## config.mk

```make
export PLATFORM = sky130hd
export DESIGN_NAME = lcd_seq_ctrl
export DESIGN_NICKNAME = d
export VERILOG_FILES = /design/src/rtl/lcd_seq_ctrl.sv
export SDC_FILE = /design/constraint.sdc
export NUM_CORES = 1
export LEC_CHECK = 0
export ABC_AREA = 1
export CAP_MARGIN = 20
export CORE_MARGIN = 4
export CORE_UTILIZATION = 45
export DETAILED_ROUTE_END_ITERATION = 16
export PLACE_DENSITY_LB_ADDON = 0.1
export SLEW_MARGIN = 10
export SYNTH_ARGS = -nofsm -noshare
export SYNTH_HDL_FRONTEND = slang
export SYNTH_SLANG_ARGS = --single-unit
```

## constraint.sdc

```tcl
create_clock -name clk -period 3.1 [get_ports clk]
set_clock_uncertainty 0.05 [all_clocks]
set_input_delay 0.31 -clock clk [delete_from_list [all_inputs] [get_ports clk]]
set_output_delay 0.31 -clock clk [all_outputs]
set_load 0.05 [all_outputs]
```

## src/rtl/lcd_seq_ctrl.sv

```systemverilog
// rtl/lcd_seq_ctrl.sv - character LCD power-on init, config and continuous/on-demand redraw sequencer
module lcd_seq_ctrl #(
   parameter int T_15MS   = 750000,
   parameter int T_4_1MS  = 205000,
   parameter int T_100US  = 5000,
   parameter int T_40US   = 2000,
   parameter int T_1_64MS = 82000,
   parameter int T_E      = 12,
   parameter int ROWS     = 2,
   parameter int COLS     = 16,
   parameter int ONESHOT  = 0
) (
   input  logic       clk,
   input  logic       reset,
   input  logic       trans_end,
   input  logic       refresh_req,
   output logic [3:0] SF_D,
   output logic       LCD_E,
   output logic       trans_act,
   output logic [2:0] op_sel,
   output logic       addr_act,
   output logic [6:0] ddram_addr,
   output logic [5:0] char_idx,
   output logic       init_done,
   output logic       frame_done
);

   localparam int CW    = 24;
   localparam int NCHAR = ROWS * COLS;

   typedef enum logic [4:0] {
      S_WAIT15     = 5'd0,
      S_E3A        = 5'd1,
      S_WAIT4_1    = 5'd2,
      S_E3B        = 5'd3,
      S_WAIT100    = 5'd4,
      S_E3C        = 5'd5,
      S_WAIT40A    = 5'd6,
      S_E2         = 5'd7,
      S_WAIT40B    = 5'd8,
      S_FUNC_SET   = 5'd9,
      S_ENTRY_MODE = 5'd10,
      S_DISP_ON    = 5'd11,
      S_CLEAR      = 5'd12,
      S_WAIT1_64   = 5'd13,
      S_SET_ADDR   = 5'd14,
      S_WRITE      = 5'd15,
      S_READY      = 5'd16
   } state_t;

   state_t        state_q, state_d;
   logic [CW-1:0] cnt_q, cnt_d;
   logic [5:0]    char_q, char_d;
   logic [5:0]    col_q, col_d;
   logic          row_q, row_d;
   logic          pending_q, pending_d;
   logic          fdone_q, fdone_d;
   logic          cnt_zero;
   logic          last_char;
   logic          wrap;
   logic          pend_eff;

   // Reload value for the shared timer: every timed state runs for T cycles, so T-1 is loaded on entry.
   function automatic logic [CW-1:0] load_val(input state_t s);
      case (s)
         S_WAIT15:                 load_val = CW'(T_15MS - 1);
         S_E3A, S_E3B, S_E3C, S_E2: load_val = CW'(T_E - 1);
         S_WAIT4_1:                load_val = CW'(T_4_1MS - 1);
         S_WAIT100:                load_val = CW'(T_100US - 1);
         S_WAIT40A, S_WAIT40B:     load_val = CW'(T_40US - 1);
         S_WAIT1_64:               load_val = CW'(T_1_64MS - 1);
         default:                  load_val = '0;
      endcase
   endfunction

   assign cnt_zero  = (cnt_q == '0);
   assign last_char = (char_q == 6'(NCHAR - 1));
   assign wrap      = (state_q == S_WRITE) && trans_end && last_char;
   // A request arriving in the very cycle of the wrap counts as pending.
   assign pend_eff  = pending_q | refresh_req;

   // State register.
   always_ff @(posedge clk) begin
      if (!reset) state_q <= S_WAIT15;
      else        state_q <= state_d;
   end

   // Next-state logic; trans_end only matters in states that are actually requesting a transfer.
   always_comb begin
      state_d = state_q;
      case (state_q)
         S_WAIT15:     if (cnt_zero) state_d = S_E3A;
         S_E3A:        if (cnt_zero) state_d = S_WAIT4_1;
         S_WAIT4_1:    if (cnt_zero) state_d = S_E3B;
         S_E3B:        if (cnt_zero) state_d = S_WAIT100;
         S_WAIT100:    if (cnt_zero) state_d = S_E3C;
         S_E3C:        if (cnt_zero) state_d = S_WAIT40A;
         S_WAIT40A:    if (cnt_zero) state_d = S_E2;
         S_E2:         if (cnt_zero) state_d = S_WAIT40B;
         S_WAIT40B:    if (cnt_zero) state_d = S_FUNC_SET;
         S_FUNC_SET:   if (trans_end) state_d = S_ENTRY_MODE;
         S_ENTRY_MODE: if (trans_end) state_d = S_DISP_ON;
         S_DISP_ON:    if (trans_end) state_d = S_CLEAR;
         S_CLEAR:      if (trans_end) state_d = S_WAIT1_64;
         S_WAIT1_64:   if (cnt_zero) state_d = S_SET_ADDR;
         S_SET_ADDR:   if (trans_end) state_d = S_WRITE;
         S_WRITE: begin
            if (trans_end) begin
               if (!last_char)                    state_d = S_SET_ADDR;
               else if (ONESHOT == 0 || pend_eff) state_d = S_SET_ADDR;
               else                               state_d = S_READY;
            end
         end
         S_READY:      if (refresh_req) state_d = S_SET_ADDR;
         default:      state_d = S_WAIT15;
      endcase
   end

   // Shared down-counter: reload on any state change, otherwise count down and park at zero.
   always_comb begin
      cnt_d = cnt_q;
      if (state_d != state_q) cnt_d = load_val(state_d);
      else if (!cnt_zero)     cnt_d = cnt_q - CW'(1);
   end

   // Character position, pending-refresh flag and frame-done pulse.
   always_comb begin
      char_d    = char_q;
      col_d     = col_q;
      row_d     = row_q;
      pending_d = pending_q;
      fdone_d   = 1'b0;
      if (state_q == S_WRITE && trans_end) begin
         if (last_char) begin
            char_d  = '0;
            col_d   = '0;
            row_d   = 1'b0;
            fdone_d = 1'b1;
         end else begin
            char_d = char_q + 6'd1;
            if (col_q == 6'(COLS - 1)) begin
               col_d = '0;
               row_d = 1'b1;
            end else begin
               col_d = col_q + 6'd1;
            end
         end
      end
      if (wrap) begin
         pending_d = 1'b0;
      end else if (ONESHOT != 0 && refresh_req &&
                   (state_q == S_SET_ADDR || state_q == S_WRITE)) begin
         pending_d = 1'b1;
      end
   end

   // Datapath registers, including the timer.
   always_ff @(posedge clk) begin
      if (!reset) begin
         cnt_q     <= load_val(S_WAIT15);
         char_q    <= '0;
         col_q     <= '0;
         row_q     <= 1'b0;
         pending_q <= 1'b0;
         fdone_q   <= 1'b0;
      end else begin
         cnt_q     <= cnt_d;
         char_q    <= char_d;
         col_q     <= col_d;
         row_q     <= row_d;
         pending_q <= pending_d;
         fdone_q   <= fdone_d;
      end
   end

   // Moore output decode; idle and wait states leave every strobe low.
   always_comb begin
      SF_D      = 4'b0000;
      LCD_E     = 1'b0;
      trans_act = 1'b0;
      op_sel    = 3'b000;
      addr_act  = 1'b0;
      init_done = 1'b0;
      case (state_q)
         S_E3A, S_E3B, S_E3C: begin
            SF_D  = 4'b0011;
            LCD_E = 1'b1;
         end
         S_E2: begin
            SF_D  = 4'b0010;
            LCD_E = 1'b1;
         end
         S_FUNC_SET: begin
            trans_act = 1'b1;
            op_sel    = 3'b010;
         end
         S_ENTRY_MODE: begin
            trans_act = 1'b1;
            op_sel    = 3'b001;
         end
         S_DISP_ON: begin
            trans_act = 1'b1;
            op_sel    = 3'b101;
         end
         S_CLEAR: begin
            trans_act = 1'b1;
            op_sel    = 3'b000;
         end
         S_SET_ADDR: begin
            trans_act = 1'b1;
            op_sel    = 3'b011;
            addr_act  = 1'b1;
            init_done = 1'b1;
         end
         S_WRITE: begin
            trans_act = 1'b1;
            op_sel    = 3'b100;
            init_done = 1'b1;
         end
         S_READY: init_done = 1'b1;
         default: ;
      endcase
   end

   assign ddram_addr = row_q ? (7'h40 | {1'b0, col_q}) : {1'b0, col_q};
   assign char_idx   = char_q;
   assign frame_done = fdone_q;

endmodule

```

* Word level (Yosys, flattened, before mapping)
Memories as Yosys holds them, arrays and structs flattened.
Index checks and enable logic that the tools add are counted.
** Storage, ports and cells
- Word-level logic and storage cells :: 74
- Output and inout bits :: 25
- Memory bits (read-only) :: 256
- Register bits :: 43
- Memories kept :: 1
** Operators by class
- Equal/unequal tests :: 20
- Muxes and demuxes :: 34
- Reduce and logical (&&, ||, !) cells :: 10
- Add/subtract/negate cells :: 3
** Memory list
- (name not given) :: words 16, bits a word 16, read ports 1, clocked after Yosys merged registers in 0, wr ports 0, RTL line 65 : case (s)
** Operators with widths (count)
- 5-bit two-way mux :: 17
- 5-bit case mux with 17 select lines :: 1
- 24-bit two-way mux :: 3
- 5-bit by 4-bit equality test with 1-bit output (second input constant) :: 8
- 24-bit zero test :: 1
- 24-bit by 1-bit subtractor with 24-bit output (second input constant) :: 1
- 5-bit by 3-bit equality test with 1-bit output (second input constant) :: 4
- 6-bit two-way mux :: 3
- 3-bit case mux with 5 select lines :: 1
- 6-bit by 1-bit adder with 6-bit output (second input constant) :: 2
- 5-bit by 2-bit equality test with 1-bit output (second input constant) :: 2
- 1-bit two-way mux :: 7
- 7-bit two-way mux :: 1
- 6-bit by 4-bit equality test with 1-bit output (second input constant) :: 1
- 6-bit by 5-bit equality test with 1-bit output (second input constant) :: 1
- 3-bit OR reduction :: 2
- 6-bit OR reduction :: 1
- 5-bit by 1-bit equality test with 1-bit output (second input constant) :: 1
- 5-bit equality test (second input constant) :: 1
- 5-bit zero test :: 1
- 5-bit inequality test :: 1
- 2-bit case mux with 2 select lines :: 1
- 2-bit AND reduction :: 2
- 4-bit OR reduction :: 1
- other kinds (3) :: 3

* Depth between registers and ports, before layout
Gate-level depths: netlist of the first run.
An unclocked memory read counts as a cell.
- Depth in word-level cells :: 6
- Mapped depth :: 18
- Gate-level depth less buffers :: 17

* Least setup slack after synthesis of the first run
Ideal clock, no wire load.
- Kind :: register -> output
- Start point :: register state_q[4]
- End point :: output op_sel[0]
- Stages on the path, launching flop included :: 7
- Setup slack :: 0.929 ns
- Buffers on the path :: 1
- Arrival time :: 1.811 ns
- Cell sequence :: dfxtp_1 inv_2 buf_6 nand3_2 nor2_2 clkinv_2 o21ai_0
** On the way
- Word-level cells in the longest chain between the ends :: 2
** RTL lines
- from (decl) :: RTL line 51 : state_t state_q, state_d;
- from (signal assigned) :: RTL line 85 : else state_q <= state_d;
- 5-bit by 4-bit equality test with 1-bit output :: RTL line 184 : case (state_q)
- 3-bit case mux with 5 select lines * :: RTL line 184
- to (decl) :: RTL line 20 : output logic [2:0] op_sel,
Every way passes the cells marked *; elsewhere a longest branch is shown, timed or not.

* Worst setup path in the final report of the first run
- Start point :: register state_q[3]
- End point :: output trans_act
** On the way
- Word-level cells in the longest chain between the ends :: 3
** RTL lines
- 5-bit by 4-bit equality test with 1-bit output :: RTL line 184
- 6-bit OR reduction (no source line) *
- 1-bit two-way mux * :: RTL line 184
- to (decl) :: RTL line 19 : output logic trans_act,
Marked as above.

==> results.toml, run 1 <==
[clocking]
cts.root.buffer_cell = "clkbuf_8"
postCtsResizedCells = 0
clockBufferDepth = 2
cts.sinks = 43
numCtsBuffers = 5
clock_latency_ns = 0.29
cts_hold_buf = 0
tritoncts = "yes"
cts_setup_buffers = 0
h-tree-depth = 2
path_clk_slew_ns = 0.08

[place]
gp_congestion = 0.952
pre_cts_slack_ns = 0.515
port_buffers = 26
dp_hpwl_mm = 5.52

[logic_synthesis]
synth_top_area_share = 0.295
yosysTopAreaCell = "dfxtp_1"
yosysSeqAreaShare = 0.295
async_reset_ff_frac = 0
ys_warn_count = 0
synth.distinct_cells = 45
synthCells = 444
syn_avg_cell_area_um2 = 6.58
synth_edf_count = 0
synth_top_flop_cell = "dfxtp_1"
syn-cell-area_um2 = 2920
synth_common_cells = "118 x nand2_1, 63 x nor2_1, 43 x dfxtp_1"
synth_seq_cells = 43
synth_area_leaders = "dfxtp_1 29%, nand2_1 15%, nor2_1 8.1%"
yosysMostFrequentCell = "nand2_1"

[sta]
worstMarginPinSlew_ns = 0.513
finalSetupViolCount = 0
final.setup.tns_ns = 0
setup_slack_ns = 0.354
rsz0062_at_grt = "false"
relSlewSlack = 0.655
fin_crit_ns = 2.75
finalHoldViolCount = 0
whs_ns = 0.430
period_share = 0.886
max_freq_mhz = 364
slew_violations = 0

[critical_path]
rr_worst_depth = 13
cp.required_ns = 2.74
crit_path_start_kind = "register"
worst-path-buf-inv = 2
worstPathArrival_ns = 2.39
path_max_fanout = 11
critPathKind = "reg -> out"
rrSetupSlack_ns = 0.48
cp-end-kind = "output pin"
crit_chain = "nand2_2, nor2_2, nand2_1, inv_1, nor2_1, nand3_1, clkdlybuf4s50_1"
critPathTopFamily = "buffers and inverters"
cpPeakStageDelay_ns = 0.81
critPathSlowestCell = "clkdlybuf4s50_1"
worstReg2RegEnd = "cnt_q[1]"
r2r_start = "state_q[0]"

[pwr]
p_sw_frac = 0.214
netSwitchingPower_uw = 226
internal-power_uw = 828
p_clk_frac = 0.432
peakVddDrop_uv = 173
p_comb_frac = 0.038
powerDensity_nw_per_um2 = 319
finalPower_mw = 1.05
p_leak_nw = 1.46
p_seq_frac = 0.529

[global_route]
grt_usage = 0.196
grt-ovfl-total = 0
grt_pass1_vias = 2681
grt_pass1_wl_mm = 12.3
antenna_found_initial = 0
grt_max_degree = 20

[die]
die-area_um2 = 7850
initial_utilization = 0.463
core_area_um2 = 6310
ios = 29
fp.dieW_um = 88.6
fp-row-count = 29
die_h_um = 88.6

[detailed_routing]
drc_errors = 0
totalWireLength_mm = 7.13
routedWlPerCell_um = 13.1
drt_first_pass_iters = 4
drtAntennaViolNets = 0
vias = 2865
initialDrtViolationCount = 154
viasPerCell = 5.27

[min_path]
min_from = "row_q"
min_path_cells = 2
hp-class = "reg -> reg"
hold_path_end = "row_q"

[finish]
num-nets-final = 473
nFillCells = 656
area_growth_pct = 13.2
multi_input_area_um2 = 1790
ff_latch_area_um2 = 861
drive_gt1_frac = 0.118
diodes = 0

[outcome]
status = "completed"

[job]
max-cap-violations = 0
[worst max-delay path by stage]
stage / cells after the start / slack (ns) / endpoint / startpoint
3_5_place_dp: 13 / 0.51 / cnt_q[1] / state_q[0]
2_1_floorplan: 6 / 0.93 / op_sel[0] / state_q[4]
4_1_cts: 7 / 0.35 / trans_act / state_q[3]
6_report: 7 / 0.35 / trans_act / state_q[3]
5_1_grt: 13 / 0.14 / cnt_q[1] / state_q[0]
3_3_place_gp: 13 / 0.58 / cnt_q[1] / state_q[3]
[stage by stage]
stage               instance area, um^2   util  std cells
floorplan                          2930      -        445
global placement                   3190  0.505        536
detailed placement                 3190  0.505        536
CTS                                3310  0.524        544
global route                       3310  0.524        544
finish                             3310  0.524        544
[cells by family after synthesis]
| logic type | after synthesis | synth area share |
|---|---|---|
| buffers and inverters | 58 | 0.0955 |
| and+or+nand+nor | 272 | 0.445 |
| adders and majority gates | 3 | 0.0128 |
| DFF | 43 | 0.295 |
| AOI/OAI and AO/OA | 48 | 0.0934 |
| xor gates and xnor gates | 19 | 0.0570 |
| other | 1 | 0.00128 |
[cell type report]
| type | count | area share |
|---|---|---|
| Sequential cell | 43 | 0.260 |
| Timing Repair Buffer | 28 | 0.0832 |
| Clock buffer | 6 | 0.0250 |
| Inverter | 44 | 0.0518 |
| Multi-Input combinational cell | 344 | 0.540 |
| Tap cell | 77 | 0.0291 |
| Clock inverter | 2 | 0.0106 |
[cells in the final DEF (no fill, tap or decap), types with 3 or more instances in the layout]
master,synthesis,routed
a21oi_1,17,17
a31oi_1,3,3
clkbuf_8,0,6
clkdlybuf4s50_1,0,26
dfxtp_1,43,43
ha_1,3,3
inv_1,33,33
inv_2,7,7
nand2_1,118,118
nand2_2,8,8
nand3_1,32,32
nand3_2,9,9
nand4_1,8,8
nor2_1,63,63
nor2_2,5,5
nor2_4,4,4
nor3_1,9,9
nor4_1,7,7
o21ai_0,11,11
o21ai_1,8,8
xnor2_1,6,6
xor2_1,13,13
[flip-flops by register name, summed over array words and instances, names as in the netlist]
signal,cells
frame_done,1
char_idx,6
cnt_q,24
col_q,6
state_q,5
row_q,1
[per-layer routing]
metal	GRT usage	vias up	routed length [um]
li1	-	1488	-
met1	0.274	1306	3490
met2	0.311	63	3280
met3	0.0335	8	303
met4	0.0508	0	60
met5	0	-	0
[power by group through the flow]
stage	registers, mW	clock network (mW)	logic [mW]
floorplan	0.570	0	0.0321
CTS	0.558	0.468	0.0406
global placement	0.571	0	0.0407
global route	0.559	0.493	0.0477
finish	0.558	0.456	0.0405
detailed placement	0.571	0	0.0405
[worst register-to-register path, stage by stage, from the launching register on]
cell and delay (ns):
dfxtp_1 0.65, inv_2 0.15, nor2_1 0.18, nand3_1 0.13, a21oi_1 0.15, nor2_1 0.06
nand2_1 0.11, nand2_2 0.08, o21ai_2 0.10, nand3_2 0.27, inv_4 0.25, nand2_4 0.15
o21ai_1 0.15, nand2_1 0.05
(Power assumes the default switching activity.)
==> run 2: changes to the inputs <==
--- a/config.mk
+++ b/config.mk
@@ -8,7 +8,7 @@
 export ABC_AREA = 1
 export CAP_MARGIN = 20
 export CORE_MARGIN = 4
-export CORE_UTILIZATION = 45
+export CORE_UTILIZATION = 35
 export DETAILED_ROUTE_END_ITERATION = 16
 export PLACE_DENSITY_LB_ADDON = 0.1
 export SLEW_MARGIN = 10
==> run 2 against run 1 <==
Against the previous run: sequential cell count is the same; power down 1.6%; first-iteration DRC count rose by 20%; global-route usage fell by 3.8 points; worst setup slack better by 0.0010 ns; wire length grew 3.6%; cell count up 5.0%; critical endpoint unchanged.
==> results.toml, run 2 (synthesis results as in run 1) <==
[clocking]
h-tree-depth = 2
clock_latency_ns = 0.30
tritoncts = "yes"
cts_hold_buf = 0
numCtsBuffers = 5
clockBufferDepth = 2
cts_setup_buffers = 0
path_clk_slew_ns = 0.08
cts.sinks = 43
postCtsResizedCells = 0
cts.root.buffer_cell = "clkbuf_8"

[critical_path]
critPathTopFamily = "buffers and inverters"
worstPathArrival_ns = 2.39
crit_chain = "nand2_2, nor2_2, nand2_1, inv_1, nor2_1, nand3_1, clkdlybuf4s50_1"
critPathKind = "reg -> out"
crit_path_start_kind = "register"
cp-end-kind = "output pin"
critPathSlowestCell = "clkdlybuf4s50_1"
path_max_fanout = 11
cp.required_ns = 2.74
cpPeakStageDelay_ns = 0.81
worst-path-buf-inv = 2

[detailed_routing]
drc_errors = 0
viasPerCell = 4.98
dr_wl_met2_mm = 3.41
totalWireLength_mm = 7.39
topRoutingLayerUsed = "met4"
drtAntennaViolNets = 0
detailroute.wirelength.met3_um = 388
drt_first_pass_iters = 5
wl_met1_mm = 3.44
routedWlPerCell_um = 12.9
vias = 2843
initialDrtViolationCount = 185

[place]
dp_hpwl_mm = 5.71
port_buffers = 26
pre_cts_slack_ns = 0.546
gp_congestion = 0.926

[job]
max-cap-violations = 0

[sta]
fin_crit_ns = 2.75
finalSetupViolCount = 0
relSlewSlack = 0.661
setup_slack_ns = 0.355
rsz0062_at_grt = "false"
finalHoldViolCount = 0
worstMarginPinSlew_ns = 0.507
period_share = 0.886
final.setup.tns_ns = 0
slew_violations = 0
max_freq_mhz = 364

[die]
initial_utilization = 0.357
die_h_um = 99.4
fp-row-count = 33
core_area_um2 = 8180
ios = 29
fp.dieW_um = 99.4
die-area_um2 = 9870

[finish]
drive_gt1_frac = 0.116
layout_commonest_cell = "nand2_1"
area_growth_pct = 14.0
largest_register_ffs = 24
diodes = 0
layout_common_cells = "118 x nand2_1, 63 x nor2_1, 43 x dfxtp_1"
top_register = "cnt_q"
nFillCells = 836
num-nets-final = 473

[global_route]
grt_usage = 0.157
grt_pass1_vias = 2714
grt_pass1_wl_mm = 12.8
grt_max_degree = 20
antenna_found_initial = 0
grt-ovfl-total = 0

[pwr]
p_leak_nw = 1.45
powerDensity_nw_per_um2 = 311
peakVddDrop_uv = 284
finalPower_mw = 1.04

[outcome]
status = "completed"

[min_path]
hp-class = "reg -> reg"
run 2: cell types whose count changed in the layout (fill, tap and decap cells not counted):
cell,delta
clkinvlp_4,+1
clkinv_2,-1
clkbuf_8,-1
run 2: per-stage QoR:
step	utilization	cells	instance area, um^2	hold slack (ns)
floorplan	-	445	2930	0.388
global placement	0.394	564	3220	0.411
detailed placement	0.394	564	3220	0.417
CTS	0.407	571	3330	0.436
global route	0.407	571	3330	0.477
finish	0.407	571	3330	0.432
run 2: path summary, 6_finish.rpt:
kind | from | endpoint | slack (ns) | depth (start not counted)
hold / removal | row_q | row_q | 0.43 | 2
setup reg to reg | state_q[4] | cnt_q[18] | 0.48 | 15
hold reg to reg | row_q | row_q | 0.43 | 2
setup / recovery | state_q[3] | trans_act | 0.35 | 7
run 2: cell type report:
cell class                      count  area [um^2]  share of cell area
Inverter                           44          171              0.0515
Timing Repair Buffer               28          275              0.0826
Clock inverter                      2         37.5              0.0113
Multi-Input combinational cell    344         1790               0.536
Clock buffer                        5         68.8              0.0207
Tap cell                          105          131              0.0394
Sequential cell                    43          861               0.258
run 2: worst reg2reg max path: stages, from the launching register on:
cell and delay [ns]:
dfxtp_1 0.44, inv_2 0.24, nand3_1 0.18, nor2_1 0.25, nor2_1 0.08, nand2_1 0.06
nand2_1 0.07, nand2_1 0.08, nand2_1 0.08, nand3_2 0.10, nand3_2 0.26, inv_4 0.25
nand2_4 0.15, nand2_1 0.09, nand2_1 0.05, a21oi_1 0.12
run 2: power breakdown:
group | internal (mW) | switching [mW]
Clock | 0.236 | 0.202
Sequential | 0.555 | 0.00282
Combinational | 0.0125 | 0.0293
Total | 0.803 | 0.234
run 2: routing by layer:
| metal | vias up | global-route usage |
|---|---|---|
| li1 | 1477 | - |
| met1 | 1270 | 0.204 |
| met2 | 83 | 0.259 |
| met3 | 13 | 0.0330 |
| met4 | 0 | 0.0546 |
| met5 | - | 0 |
==> edit 1: new RTL, settings of run 1 <==
Put a register stage on the output `ddram_addr`, cleared by the reset. The value now appears one clock later. The other outputs are not delayed to match.
--- a/src/rtl/lcd_seq_ctrl.sv
+++ b/src/rtl/lcd_seq_ctrl.sv
@@ -222,7 +222,13 @@
       endcase
    end
 
-   assign ddram_addr = row_q ? (7'h40 | {1'b0, col_q}) : {1'b0, col_q};
+   always_ff @(posedge clk) begin
+      if (!reset) begin
+         ddram_addr <= '0;
+      end else begin
+         ddram_addr <= row_q ? (7'h40 | {1'b0, col_q}) : {1'b0, col_q};
+      end
+   end
    assign char_idx   = char_q;
    assign frame_done = fdone_q;
 
Formal check against the unedited RTL: same outputs for any inputs over 10 cycles, from zero or initial values and one cycle with reset low; that may be too few to reach the edited logic, so the function may still have changed.
==> edit 1 against run 1 <==
- critical path type unchanged
- first-iteration DRC count grew 5.8%
- critical path depth unchanged
- wire length fell by 3.1%
- die area is 5.7% higher
- sequential cell count up 7
- setup slack better by 0.066 ns
- largest power group unchanged
- global-route usage down 2.1 points
- register-to-register slack improved by 0.20 ns
- total power is 17% higher
- synthesized area is 6.3% higher
- final area grew 5.5%
==> edit 1: results (changes against run 1) <==
[finish]
clkCellAreaFrac_pct = 3.945  ; +0.39 points
ff_latch_area_um2 = 1001  ; +16%
filler_cell_count = 682  ; +4.0%
comb.multi_input.count = 357  ; +3.8%
layout-drive-gt1-share_pct = 10.38  ; -1.4 points
buf_share_pct = 7.676  ; -0.65 points
num-nonclk-inverters = 59  ; +34%
multi_input_area_um2 = 1755  ; -1.7%
non_clock_buffer_count = 27  ; -3.6%
nNetsFinal = 507  ; +7.2%
nClkBuffers = 5  ; -1
area_growth_pct = 12.33

[power]
ir_worst_vdd_uv = 227.6  ; +32%
p_int_mw = 0.9803  ; +18%
pg_clk_mw = 0.545  ; +20%
p_leak_nw = 1.703  ; +16%
power_mw = 1.232  ; +17%
power_frac_seq_pct = 52.5  ; -0.4 points

[worst_hold_path]
hold_end = ddram_addr[6]

[global_routing]
grtUsageTotal_pct = 17.42  ; -2.1 points
grt_max_degree = 19  ; -5.0%
met3_usage_pct = 2.651  ; -0.70 points
met2_usage_pct = 28.26  ; -2.9 points
grtUsageMet1_pct = 23.99  ; -3.5 points
grt_pass1_vias = 2721  ; +1.5%
grt_pass1_wl_um = 12230  ; -0.62%

[place]
place_area_um2 = 3351  ; +5.1%
place_inst = 573  ; +6.9%
pre_cts_ws_ns = 0.7120  ; +0.1973 ns
place_congestion = 0.9578  ; +0.63%

[sta]
tightest_slew_ns = 0.5044  ; -0.008953 ns
finalWorstSetupSlack_ns = 0.4193  ; +0.06560 ns

[critical_path]
timing.rr.end = cnt_q[13]
r2r_slack_ns = 0.68  ; +0.20 ns
worstRegToRegCells = 16  ; +3
worstPathMaxFanout = 10  ; -1
cp.arrival_ns = 2.32  ; -0.07 ns
slowest_delay_ns = 0.79  ; -0.02 ns

[drt]
drtIter0Drc = 163  ; +5.8%
vias = 2895  ; +1.0%
detail_route.wl_per_cell_um = 11.90  ; -9.2%
vias_per_cell = 4.983  ; -5.4%

[status]
status = finished clean

[yosys]
ys_top_cells_by_area = dfxtp_1 (32%), nand2_1 (16%), nor2_1 (9.5%)
syn_avg_cell_area_um2 = 6.497  ; -1.3%
synth_common_cells = nand2_1 (134), nor2_1 (79), dfxtp_1 (50), inv_1 (50), nand3_1 (30)
yosysUniqueCellTypes = 39  ; -13%
yosysSeqAreaShare_pct = 32.23  ; +2.8 points

[clocking]
cts.clk_slew.worst_paths_ns = 0.10  ; +0.02 ns

## edit 1: cell types whose count changed after synthesis, moves of 4 or more
cell,change
a21oi_1,-5
buf_4,-4
buf_6,+4
dfxtp_1,+7
inv_1,+17
nand2_1,+16
nand2_2,+5
nand4_1,-4
nor2_1,+16
nor4_1,-5
o21ai_0,+9
o21ai_1,-7
xor2_1,-5
## edit 1: layer usage
| metal | vias up | routed length (µm) |
|---|---|---|
| met5 | - | 0 |
| met4 | 0 | 67 |
| met3 | 5 | 213 |
| met2 | 57 | 3200 |
| met1 | 1305 | 3431 |
| li1 | 1528 | - |
## edit 1: logic make-up (layout without fill, tap and decap cells)
logic type | Yosys count | in the layout | synth area share, %
and+or+nand+nor | 295 | 295 | 43.15
DFF | 50 | 50 | 32.23
adders and majority gates | 3 | 3 | 1.209
other | 1 | 2 | 0.1208
xor gates and xnor gates | 17 | 17 | 4.795
buffers and inverters | 72 | 94 | 11.36
AOI/OAI and AO/OA | 40 | 40 | 7.132
==> edit 2: new RTL, config.mk and constraints of run 1 <==
Without the edit above. The parameter `ONESHOT` goes from 0 to 1.
--- a/src/rtl/lcd_seq_ctrl.sv
+++ b/src/rtl/lcd_seq_ctrl.sv
@@ -8,7 +8,7 @@
    parameter int T_E      = 12,
    parameter int ROWS     = 2,
    parameter int COLS     = 16,
-   parameter int ONESHOT  = 0
+   parameter int ONESHOT  = 1
 ) (
    input  logic       clk,
    input  logic       reset,
Function: same outputs for any inputs over 10 cycles, from zero or initial values and one cycle with reset low; that may be too few to reach the edited logic, so the function may still have changed.
==> edit 2 against run 1 <==
- synthesized cell count grew 3.8%
- sequential cell count increased by 1
- total power is 1.7% higher
- setup slack got worse by 0.078 ns
- wire length is 3.0% lower
- clock power grew 1%
- synthesized area is 1.5% lower
- maximum frequency fell by 2.8%
- sequential share of layout area grew 0.69 points
- final area decreased by 0.30%
- critical path type unchanged
==> edit 2: results (changes against run 1) <==
[status]
status = finished clean

[drt]
drt_wl_total_um = 6915  ; -3.0%
vias = 2873  ; +0.28%
drtIter0Drc = 126  ; -18%
dr.pass1.iters = 5  ; +1

[yosys]
yosysUniqueCellTypes = 38  ; -16%
postSynthCellCount = 461  ; +3.8%
yosysSeqAreaShare_pct = 30.61  ; +1.1 points

[global_routing]
grtUsageTotal_pct = 19.26  ; -0.30 points
grt_pass1_vias = 2730  ; +1.8%
grt_pass1_wl_um = 12130  ; -1.5%

[finish]
nNetsFinal = 493  ; +4.2%
layout-drive-gt1-share_pct = 6.571  ; -5.2 points
final_cells = 562  ; +3.3%

[power]
ir_worst_vdd_uv = 251.7  ; +46%
sw_frac_of_total_pct = 23.17  ; +1.8 points
p_leak_nw = 1.587  ; +8.5%

[critical_path]
startpoint = state_q[0]
worstPathMaxFanout = 8  ; -3
setup.worst_path.end = SF_D[1]
cp.arrival_ns = 2.46  ; +0.07 ns
r2r_slack_ns = 0.41  ; -0.07 ns
timing.rr.end = cnt_q[6]
worstRegToRegCells = 15  ; +2

[place]
place_congestion = 0.8799  ; -7.6%
place_inst = 554  ; +3.4%
place_hpwl_um = 5246  ; -5.0%
place_area_um2 = 3182  ; -0.24%

[sta]
tightest_slew_ns = 0.5120  ; -0.001366 ns

[edit 2: changes by cell type after synthesis, moves of 4 or more]
cell,change
a21oi_1,-6
inv_1,+10
nand2_1,+21
nand2_2,-4
nand3_1,+13
nand3_2,-5
nor2_1,+6
nor2_2,-4
nor3_1,+4
o21ai_1,-6
xor2_1,+5
[edit 2: worst max-delay path: stages, from the launching register on]
cell and delay [ns]:
dfxtp_1 0.55, inv_1 0.18, nor2_1 0.28, nand3_1 0.22
nand3_1 0.13, clkdlybuf4s50_1 0.80
[edit 2: cell type report]
class / instances / area (µm²)
flip-flops and latches: 44 / 880.8
well taps: 75 / 93.84
fillers: 629 / 2764
inverters: 48 / 182.7
multi-input cells: 357 / 1734
clock buffers: 5 / 68.82
repair buffers: 30 / 290.3
clock inverters: 3 / 46.29
[edit 2: stage by stage]
stage / utilization, % / setup slack, ns
after CTS: 54.40 / 0.2799
after global routing: 54.40 / 0.07941
after global placement: 52.50 / 0.4283
after detailed placement: 52.50 / 0.4146
after floorplan: - / 0.5297
final: 54.40 / 0.2757
[edit 2: kinds of logic (layout without fill, tap and decap cells)]
kind of cell             count (synthesis)  after routing  share of synthesized area (%)
AO/OA/AOI/OAI                           28             28                          5.479
XOR/XNOR                                23             23                          7.000
adder cells (fa/ha/maj)                  3              3                          1.304
buffers and inverters                   61             86                          9.261
flip-flops                              44             44                          30.61
other                                    1              2                         0.1303
AND/OR/NAND/NOR                        301            301                          46.22
[edit 2: per-layer routing]
metal  GRT usage [%]  vias to the layer above  routed length [µm]
met5               0                        -                   0
met3           3.198                        5                 294
met2           31.58                       70                3166
li1                -                     1518                   -
met1           26.41                     1280                3421
met4           4.603                        0                  33
[edit 2: power groups by stage]
stage / Clock [mW] / Combinational, mW / Sequential [mW]
global placement: 0 / 0.0384 / 0.584
global route: 0.498 / 0.0433 / 0.572
detailed placement: 0 / 0.0385 / 0.584
finish: 0.462 / 0.0381 / 0.571
floorplan: 0 / 0.0292 / 0.584
CTS: 0.477 / 0.0385 / 0.571
[edit 2: how the worst min path moves through the flow]
stage                          from         to  slack [ns]  cells after the start
after floorplan           pending_q  pending_q        0.38                      2
after global placement    pending_q  pending_q        0.38                      2
after detailed placement  pending_q  pending_q        0.39                      2
after CTS                 pending_q  pending_q        0.41                      2
after global routing      pending_q  pending_q        0.42                      2
final                     pending_q  pending_q        0.40                      2
